$ cat src/rtl/ysyx_24090003_lsu.sv
// ysyx_24090003_lsu: load/store and write-back stage of a multi-cycle core.
// Takes one executed instruction at a time. It performs at most one data-memory
// access (a valid/ready request followed by a response), then issues one cycle
// of register-file and PC write pulses.
// Optional build macro LSU_MISALIGN_CHECK_EN: adds misalign_err. With it,
// misaligned half/word accesses skip memory and go straight to write-back.
module ysyx_24090003_lsu #(
    parameter int XLEN = 32,
    parameter int RD_W = 5
) (
    input  logic            cpu_clk,
    input  logic            cpu_rst,
    input  logic            in_valid,
    output logic            in_ready,
    input  logic [XLEN-1:0] ex_reg_wdata,
    input  logic [RD_W-1:0] ex_rd,
    input  logic            ex_reg_wen,
    input  logic            ex_mem_ren,
    input  logic            ex_mem_wen,
    input  logic [2:0]      ex_funct,
    input  logic [XLEN-1:0] ex_addr,
    input  logic [XLEN-1:0] ex_mem_wdata,
    input  logic [XLEN-1:0] ex_npc,
    output logic            mem_req_valid,
    input  logic            mem_req_ready,
    output logic            mem_req_wen,
    output logic [XLEN-1:0] mem_req_addr,
    output logic [XLEN-1:0] mem_req_wdata,
    output logic [3:0]      mem_req_wmask,
    input  logic            mem_resp_valid,
    input  logic [XLEN-1:0] mem_resp_rdata,
    output logic            rf_wen,
    output logic [RD_W-1:0] rf_waddr,
    output logic [XLEN-1:0] rf_wdata,
`ifdef LSU_MISALIGN_CHECK_EN
    output logic            misalign_err,
`endif
    output logic            pc_wen,
    output logic [XLEN-1:0] pc_next
);

    typedef enum logic [1:0] {IDLE, REQ, RESP, WB} state_t;

    state_t      state_reg, state_next;
    logic        reg_wen_reg;
    logic [2:0]  funct_reg;
    logic [1:0]  off_reg;
    logic        is_access;
    logic        take_misalign;

    // Byte strobes for a store: byte at offset, half at the half-word slot, else full word.
    function automatic logic [3:0] store_mask(input logic [2:0] f, input logic [1:0] o);
        case (f)
            3'b000:  store_mask = 4'b0001 << o;
            3'b001:  store_mask = 4'b0011 << {o[1], 1'b0};
            default: store_mask = 4'b1111;
        endcase
    endfunction

    // Store data is replicated across lanes so the strobes alone pick the target bytes.
    function automatic logic [XLEN-1:0] store_data(input logic [2:0] f, input logic [XLEN-1:0] d);
        case (f)
            3'b000:  store_data = {4{d[7:0]}};
            3'b001:  store_data = {2{d[15:0]}};
            default: store_data = d;
        endcase
    endfunction

    // Pick a lane out of the aligned word and sign- or zero-extend it.
    function automatic logic [XLEN-1:0] load_fmt(input logic [2:0] f, input logic [1:0] o,
                                                 input logic [XLEN-1:0] r);
        logic [7:0]  b;
        logic [15:0] h;
        b = r[{o, 3'b000} +: 8];
        h = o[1] ? r[31:16] : r[15:0];
        case (f)
            3'b000:  load_fmt = {{(XLEN-8){b[7]}}, b};
            3'b001:  load_fmt = {{(XLEN-16){h[15]}}, h};
            3'b100:  load_fmt = {{(XLEN-8){1'b0}}, b};
            3'b101:  load_fmt = {{(XLEN-16){1'b0}}, h};
            default: load_fmt = r;
        endcase
    endfunction

    assign in_ready = (state_reg == IDLE);

    // Classify the incoming instruction: memory access, and whether it is misaligned.
    always_comb begin
        is_access     = ex_mem_wen | ex_mem_ren;
        take_misalign = 1'b0;
`ifdef LSU_MISALIGN_CHECK_EN
        take_misalign = is_access &&
                        (((ex_funct[1:0] == 2'b01) && ex_addr[0]) ||
                         ((ex_funct == 3'b010) && (ex_addr[1:0] != 2'b00)));
`endif
    end

    // State register.
    always_ff @(posedge cpu_clk) begin
        if (cpu_rst) state_reg <= IDLE;
        else         state_reg <= state_next;
    end

    // Next-state logic.
    always_comb begin
        state_next = state_reg;
        case (state_reg)
            IDLE: begin
                if (in_valid) begin
                    if (is_access && !take_misalign) state_next = REQ;
                    else                             state_next = WB;
                end
            end
            REQ:  if (mem_req_ready)  state_next = mem_req_wen ? WB : RESP;
            RESP: if (mem_resp_valid) state_next = WB;
            WB:   state_next = IDLE;
            default: state_next = IDLE;
        endcase
    end

    // Datapath: latch the instruction, drive the request, and build the write-back pulses.
    always_ff @(posedge cpu_clk) begin
        if (cpu_rst) begin
            mem_req_valid <= 1'b0;
            mem_req_wen   <= 1'b0;
            mem_req_addr  <= '0;
            mem_req_wdata <= '0;
            mem_req_wmask <= 4'b0000;
            rf_wen        <= 1'b0;
            rf_waddr      <= '0;
            rf_wdata      <= '0;
            pc_wen        <= 1'b0;
            pc_next       <= '0;
            reg_wen_reg   <= 1'b0;
            funct_reg     <= 3'b000;
            off_reg       <= 2'b00;
`ifdef LSU_MISALIGN_CHECK_EN
            misalign_err  <= 1'b0;
`endif
        end else begin
            // Write-back outputs are single-cycle pulses.
            rf_wen <= 1'b0;
            pc_wen <= 1'b0;
`ifdef LSU_MISALIGN_CHECK_EN
            misalign_err <= 1'b0;
`endif
            case (state_reg)
                IDLE: begin
                    if (in_valid) begin
                        reg_wen_reg <= ex_reg_wen;
                        funct_reg   <= ex_funct;
                        off_reg     <= ex_addr[1:0];
                        rf_waddr    <= ex_rd;
                        rf_wdata    <= ex_reg_wdata;
                        pc_next     <= ex_npc;
                        if (take_misalign) begin
                            pc_wen <= 1'b1;
`ifdef LSU_MISALIGN_CHECK_EN
                            misalign_err <= 1'b1;
`endif
                        end else if (is_access) begin
                            // Store wins when both ren and wen are set.
                            mem_req_valid <= 1'b1;
                            mem_req_wen   <= ex_mem_wen;
                            mem_req_addr  <= {ex_addr[XLEN-1:2], 2'b00};
                            mem_req_wdata <= ex_mem_wen ? store_data(ex_funct, ex_mem_wdata) : '0;
                            mem_req_wmask <= ex_mem_wen ? store_mask(ex_funct, ex_addr[1:0]) : 4'b0000;
                        end else begin
                            rf_wen <= ex_reg_wen && (ex_rd != '0);
                            pc_wen <= 1'b1;
                        end
                    end
                end
                REQ: begin
                    if (mem_req_ready) begin
                        mem_req_valid <= 1'b0;
                        if (mem_req_wen) pc_wen <= 1'b1;
                    end
                end
                RESP: begin
                    if (mem_resp_valid) begin
                        rf_wdata <= load_fmt(funct_reg, off_reg, mem_resp_rdata);
                        rf_wen   <= reg_wen_reg && (rf_waddr != '0);
                        pc_wen   <= 1'b1;
                    end
                end
                default: ;
            endcase
        end
    end

endmodule

$ cat config.mk
export PLATFORM = sky130hd
export DESIGN_NAME = ysyx_24090003_lsu
export DESIGN_NICKNAME = d
export VERILOG_FILES = /design/src/rtl/ysyx_24090003_lsu.sv
export SDC_FILE = /design/constraint.sdc
export NUM_CORES = 1
export LEC_CHECK = 0
export CAP_MARGIN = 20
export CORE_ASPECT_RATIO = 1.4
export CORE_MARGIN = 2
export CORE_UTILIZATION = 42
export CTS_CLUSTER_DIAMETER = 150
export DETAILED_ROUTE_END_ITERATION = 12
export PLACE_DENSITY = 0.89
export SLEW_MARGIN = 10
export SYNTH_ARGS = -nofsm -noshare
export SYNTH_HDL_FRONTEND = slang
export SYNTH_SLANG_ARGS = --single-unit
$ cat constraint.sdc
create_clock -name cpu_clk -period 2.73 [get_ports cpu_clk]
set_input_delay 0.819 -clock cpu_clk [delete_from_list [all_inputs] [get_ports cpu_clk]]
set_output_delay 0.819 -clock cpu_clk [all_outputs]
set_load 0.02 [all_outputs]
==> results of run 1 <==
-- layout by cell type (no fill, tap or decap), drive strengths merged, types with 25 or more instances in the layout --
master and n:
a21oi 95, a221oi 25, a22oi 26, buf 39, clkdlybuf4s50 313, dfxtp 147, mux2i 25, nand2 197
nor2 43, o21ai 55
-- area by class of cell --
type	instances	area [um^2]
Clock buffer	22	474.2
Fill cell	1242	5162
Clock inverter	10	96.34
Inverter	14	52.55
Multi-Input combinational cell	592	3475
Timing Repair Buffer	353	3513
Sequential cell	147	2943
Tap cell	199	249.0
-- per-layer routing --
layer	vias up	wire length [um]	GRT usage, %	part of all wire (%)
met3	58	1712	8.033	6.9
met4	0	911	12.64	3.7
met5	-	0	0	0
met1	3493	9441	31.75	38
li1	3517	-	-	-
met2	300	12670	48.46	51
-- worst max path at each step --
stage	start	endpoint	slack, ns	depth (start not counted)
6_report	mem_resp_rdata[15]	rf_wdata[24]	0.41	6
5_1_grt	mem_resp_rdata[15]	rf_wdata[27]	0.31	6
4_1_cts	state_reg[0]	in_ready	0.07	3
3_5_place_dp	mem_resp_rdata[15]	rf_wdata[24]	0.04	6
3_3_place_gp	mem_resp_rdata[31]	rf_wdata[26]	0.11	6
2_1_floorplan	mem_resp_rdata[31]	rf_wdata[16]	0.61	6
-- worst max-delay path: stages --
cell             delay, ns
clkdlybuf4s50_1       0.50
buf_4                 0.14
mux2i_1               0.07
a21oi_2               0.72
a221oi_1              0.19
o21ai_0               0.22
-- power by group through the flow --
stage	Combinational, mW	Sequential, mW	Clock (mW)
after floorplan	1.68	3.49	0
after global placement	3.99	2.95	0
after detailed placement	4.07	2.97	0
after CTS	4.10	2.93	2.31
after global routing	4.37	2.98	2.41
final	4.11	2.93	2.28
-- cells by family after synthesis --
group                    count (synthesis)
adder cells (fa/ha/maj)                  4
buffers and inverters                   87
multiplexers                            41
flip-flops                             147
AND/OR/NAND/NOR                        280
AO/OA/AOI/OAI                          265
other                                    1
==> results.py, run 1 <==
metrics = {
    "route": {
        "drcViolationCount": 0,
        "drt-total-wl_um": 24730,
        "vias": 7368,
        "wire_per_inst_um": 18.50,
        "number_of_violations_reported_at_the_end_of_detailed_routing_iteration_0": 537,
        "first_pass_iters": 5,
        "antenna_left": 0,
        "drt-vias-per-instance": 5.511,
    },
    "synthesis": {
        "synth.yosys.seq_area_share_pct": 43.39,
        "yosysTopAreaCellShare_pct": 43.39,
        "post_synth_most_frequent_cells": "197 x nand2_1, 147 x dfxtp_1, 94 x a21oi_1, 44 x o21ai_0, 43 x nor2_1",
        "ys_types": 51,
        "post_synth.cell_area_avg_um2": 8.222,
        "post_synth_main_area_contributors": "dfxtp_1 43%, nand2_1 11%, a21oi_1 6.9%, mux2i_1 3.7%, o21ai_0 3.2%",
        "yosys.area_share.xor_xnor_pct": 0,
        "yosys-mux-area-fraction_pct": 6.512,
        "synth_largest_area_cell": "dfxtp_1",
        "synth-adder-area-share_pct": 0.7379,
        "syn_area_um2": 6783,
        "synthCells": 825,
        "synth_top_family_by_area": "compound AO/OA/AOI/OAI gates",
        "yosys_register_bits": 147,
        "number_of_enable_flip_flop_cells_after_synthesis": 0,
        "proportion_of_synthesized_flip_flops_having_asynchronous_set_or_reset_pct": 0,
        "yosys.cell_count.top_type": "nand2_1",
        "synth_compound_area_share_pct": 26.05,
        "most_used_dff_post_synth": "dfxtp_1",
        "post_synth_and_or_nand_nor_area_fraction_pct": 17.62,
        "synth.yosys.warnings": 0,
    },
    "critical_path": {
        "timing.reg2reg.setup_slack_ns": 0.45,
        "cp_data_arrival_time_ns": 2.66,
        "worstSetupStartpointType": "primary input",
        "critical_path.reg2reg.startpoint": "state_reg[0]",
        "timing.reg2reg.worst_path_depth": 7,
        "r2r_end": "rf_wdata[0]",
        "endpoint_kind": "register",
        "worst-path-max-fanout": 16,
        "crit_type": "in2reg",
        "timing.critical_path.required_ns": 3.06,
    },
    "placement": {
        "dp_hpwl_um": 18020,
        "routabilityCongestion": 0.8678,
        "place.port_buffers": 315,
        "dpl-instance-area_um2": 10230,
        "pre_cts_ws_ns": 0.04287,
        "post-place-cells": 1305,
    },
    "sta": {
        "setup-violations-final": 0,
        "hold_viol": 0,
        "layout_worst_path_cycle_share_pct": 85.12,
        "setup_repair_after_global_routing_missed_its_margin": "no",
        "worst_hold_slack_ns": 0.4466,
        "slew_headroom_pct": 38.04,
        "total_negative_setup_slack_ns": 0,
        "setup_slack_ns": 0.4064,
        "timing.fmax_ghz": 0.4304,
        "worst_pin_slew_ns": 0.9294,
        "finalClockSkew_ns": 0.01240,
        "period_needed_ns": 2.324,
        "report.final.slew_viol_count": 0,
    },
    "worst_hold_path": {
        "min-delay-path-class": "reg2reg",
        "min_from": "rf_wdata[17]",
        "hold_end": "rf_wdata[17]",
        "min_path_cells": 2,
    },
    "grt": {
        "gr-usage-all-layers_pct": 27.91,
        "first_pass_grt_wire_length_um": 38400,
        "grt_max_degree": 86,
        "first_global_vias": 7280,
        "grt_antenna_before_repair": 0,
        "congestion_overflow_gr": 0,
    },
    "power": {
        "total_switching_power_mw": 3.495,
        "cell_internal_pwr_mw": 5.824,
        "power.share.clock_pct": 24.5,
        "power_frac_seq_pct": 31.5,
        "power_switching_share_pct": 37.50,
        "combinationalPowerShare_pct": 44.1,
        "report.power.total_mw": 9.319,
        "vdd_ir_drop_max_mv": 0.5599,
        "cellPowerDensity_nw_per_um2": 862.6,
        "p_leak_nw": 4.028,
    },
    "cts": {
        "cts-hold-fix-buffers": 0,
        "cts_buffer_depth": 2,
        "clock_tree.root_cell": "clkbuf_16",
        "post-cts-setup-buffers": 0,
        "cts_made_buffers": 17,
        "tritoncts": "done",
        "clock_tree.htree_level_count": 4,
        "clkLatencyLatePin_ns": 0.42,
        "clk_transition_reported_paths_ns": 0.06,
        "tritoncts_num_sinks": 147,
        "cts-resized-gates": 0,
    },
    "final_layout": {
        "insertedDiodeCount": 0,
        "stdcell_count": 1337,
        "area.growth.synth_to_final_pct": 59.27,
        "final_nets": 1305,
        "post-route-util_pct": 67.66,
        "fin_area_um2": 10800,
        "reg.largest.list": "mem_req_wdata (32), pc_next (32), rf_wdata (32)",
        "drive_gt1_share_pct": 9.842,
    },
    "floorplan": {
        "placeable_area_um2": 15970,
        "rows": 55,
        "initial_core_util_pct": 42.48,
        "design.die.area_um2": 17200,
        "boundaryPins": 318,
        "die-width_um": 111.4,
        "die_y_um": 154.4,
    },
    "run_status": {
        "run_status": "complete, no violations",
    },
    "job": {
        "max-cap-violations": 0,
    },
}
Note: power is estimated with default switching activity, not from simulation.
==> run 2, diff against run 1 <==
--- a/config.mk
+++ b/config.mk
@@ -8,10 +8,11 @@
 export CAP_MARGIN = 20
 export CORE_ASPECT_RATIO = 1.4
 export CORE_MARGIN = 2
-export CORE_UTILIZATION = 42
+export CORE_UTILIZATION = 40
 export CTS_CLUSTER_DIAMETER = 150
+export CTS_CLUSTER_SIZE = 20
 export DETAILED_ROUTE_END_ITERATION = 12
-export PLACE_DENSITY = 0.89
+export PLACE_DENSITY = 0.85
 export SLEW_MARGIN = 10
 export SYNTH_ARGS = -nofsm -noshare
 export SYNTH_HDL_FRONTEND = slang
==> run 2 against run 1 <==
  * Non-clock buffer count fell by 3
  * Utilization shrank 2.9 points
  * Final area barely moved
  * Sequential cell count unchanged
  * Wire length fell by 2.2%
  * Maximum frequency is 12% lower
  * Clock skew down 0.00064 ns
  * Sequential share of layout area hardly changed
  * Setup slack lost 0.32 ns
  * Register-to-register slack worse by 0.04 ns
  * Combinational power fell by 1%
  * Largest cell class unchanged
==> results.py, run 2 (synthesis gave the netlist of run 1 again) <==
metrics = {
    "run_status": {
        "run_status": "complete, no violations",
    },
    "sta": {
        "finalClockSkew_ns": 0.01176,
        "worst_pin_slew_ns": 0.9844,
        "timing.fmax_ghz": 0.3785,
        "setup_repair_after_global_routing_missed_its_margin": "no",
        "slew_headroom_pct": 34.38,
        "setup-violations-final": 0,
        "layout_worst_path_cycle_share_pct": 96.78,
        "hold_viol": 0,
        "worst_hold_slack_ns": 0.4528,
        "report.final.slew_viol_count": 0,
        "period_needed_ns": 2.642,
    },
    "cts": {
        "cts-resized-gates": 0,
        "clk_transition_reported_paths_ns": 0.06,
        "tritoncts": "done",
        "clkLatencyLatePin_ns": 0.42,
        "cts_buffer_depth": 2,
        "cts-hold-fix-buffers": 0,
        "tritoncts_num_sinks": 147,
        "cts_made_buffers": 17,
        "clock_tree.htree_level_count": 4,
        "post-cts-setup-buffers": 0,
        "clock_tree.root_cell": "clkbuf_16",
    },
    "critical_path": {
        "cp_data_arrival_time_ns": 1.82,
        "endpoint_kind": "output pin",
        "worstSetupStartpointType": "register",
        "crit_type": "reg2out",
        "timing.critical_path.required_ns": 1.91,
        "worst-path-max-fanout": 7,
    },
    "placement": {
        "dp_hpwl_um": 17470,
        "dpl-instance-area_um2": 10220,
        "routabilityCongestion": 0.8855,
        "place.port_buffers": 315,
    },
    "route": {
        "vias": 7312,
        "wire_per_inst_um": 18.07,
        "drt-total-wl_um": 24180,
        "number_of_violations_reported_at_the_end_of_detailed_routing_iteration_0": 718,
        "drcViolationCount": 0,
        "antenna_left": 0,
        "drt-vias-per-instance": 5.465,
        "first_pass_iters": 5,
    },
    "power": {
        "p_leak_nw": 4.011,
        "report.power.total_mw": 9.309,
        "cellPowerDensity_nw_per_um2": 862.0,
        "vdd_ir_drop_max_mv": 0.6182,
    },
    "floorplan": {
        "design.die.area_um2": 18030,
        "initial_core_util_pct": 40.67,
        "placeable_area_um2": 16680,
        "boundaryPins": 318,
        "rows": 56,
        "die-width_um": 114.1,
        "die_y_um": 158.1,
    },
    "final_layout": {
        "seqCellArea_um2": 2943,
        "area.growth.synth_to_final_pct": 59.21,
        "insertedDiodeCount": 0,
        "multi_input_area_um2": 3473,
        "fillerInstances": 1356,
        "fin_area_um2": 10800,
        "reg.largest.list": "mem_req_wdata (32), pc_next (32), rf_wdata (32)",
        "most-common-layout-cells": "314 x clkdlybuf4s50_1, 197 x nand2_1, 147 x dfxtp_1, 94 x a21oi_1, 44 x o21ai_0",
        "drive_gt1_share_pct": 9.604,
        "final_nets": 1302,
        "layout.cells.most_common": "clkdlybuf4s50_1",
    },
    "worst_hold_path": {
        "min-delay-path-class": "reg2reg",
    },
    "grt": {
        "first_global_vias": 6998,
        "grt_antenna_before_repair": 1,
        "grt_max_degree": 140,
        "congestion_overflow_gr": 0,
        "gr-usage-all-layers_pct": 25.26,
        "first_pass_grt_wire_length_um": 36100,
    },
    "job": {
        "max-cap-violations": 0,
    },
}
-- run 2: changes by cell type in the layout (fill, tap and decap cells not counted), sizes merged --
cell	before	now
clkbuf	22	18
clkdlybuf4s50	313	314
buf	39	36
clkinv	4	5
inv	18	21
dlymetal6s2s	1	0
-- run 2: area by class of cell --
class / instances / share of cell area [%]
tap: 203 / 2.352
timing repair buffer: 350 / 32.42
clock buffer: 18 / 3.974
multi-input combinational: 592 / 32.16
sequential: 147 / 27.25
clock inverter: 14 / 1.356
inverter: 14 / 0.4866
-- run 2: final timing paths --
kind | start | to | slack (ns) | depth (start not counted)
max | state_reg[0] | in_ready | 0.09 | 3
min | pc_next[13] | pc_next[13] | 0.45 | 2
min reg2reg | pc_next[13] | pc_next[13] | 0.45 | 2
max reg2reg | state_reg[0] | rf_wdata[2] | 0.41 | 8
-- run 2: where the power goes --
group          switching, mW  internal (mW)
clock                   1.02           1.29
sequential             0.306           2.64
combinational           2.19           1.87
total                   3.52           5.79
-- run 2: per-layer routing --
metal / part of all wire [%] / up-vias / GRT usage [%]
li1: - / 3511 / -
met1: 38 / 3392 / 28.86
met2: 51 / 350 / 44.13
met3: 8.3 / 57 / 7.619
met4: 2.9 / 2 / 9.582
met5: 0.066 / - / 0
-- run 2: metrics by stage --
stage	setup slack (ns)	TNS [ns]	util (%)	std cells
2_1_floorplan	0.6101	0	-	826
3_3_place_gp	0.03690	0	61.31	1306
3_5_place_dp	-0.05470	-0.4653	61.31	1306
4_1_cts	0.06485	0	64.76	1338
5_1_grt	0.001946	0	64.76	1338
6_report	0.08791	0	64.76	1338
-- run 2: worst max-delay path, stage by stage, from the launching register on --
cell,delay (ns)
dfxtp_1,0.34
inv_1,0.12
ha_1,0.29
clkdlybuf4s50_1,0.65
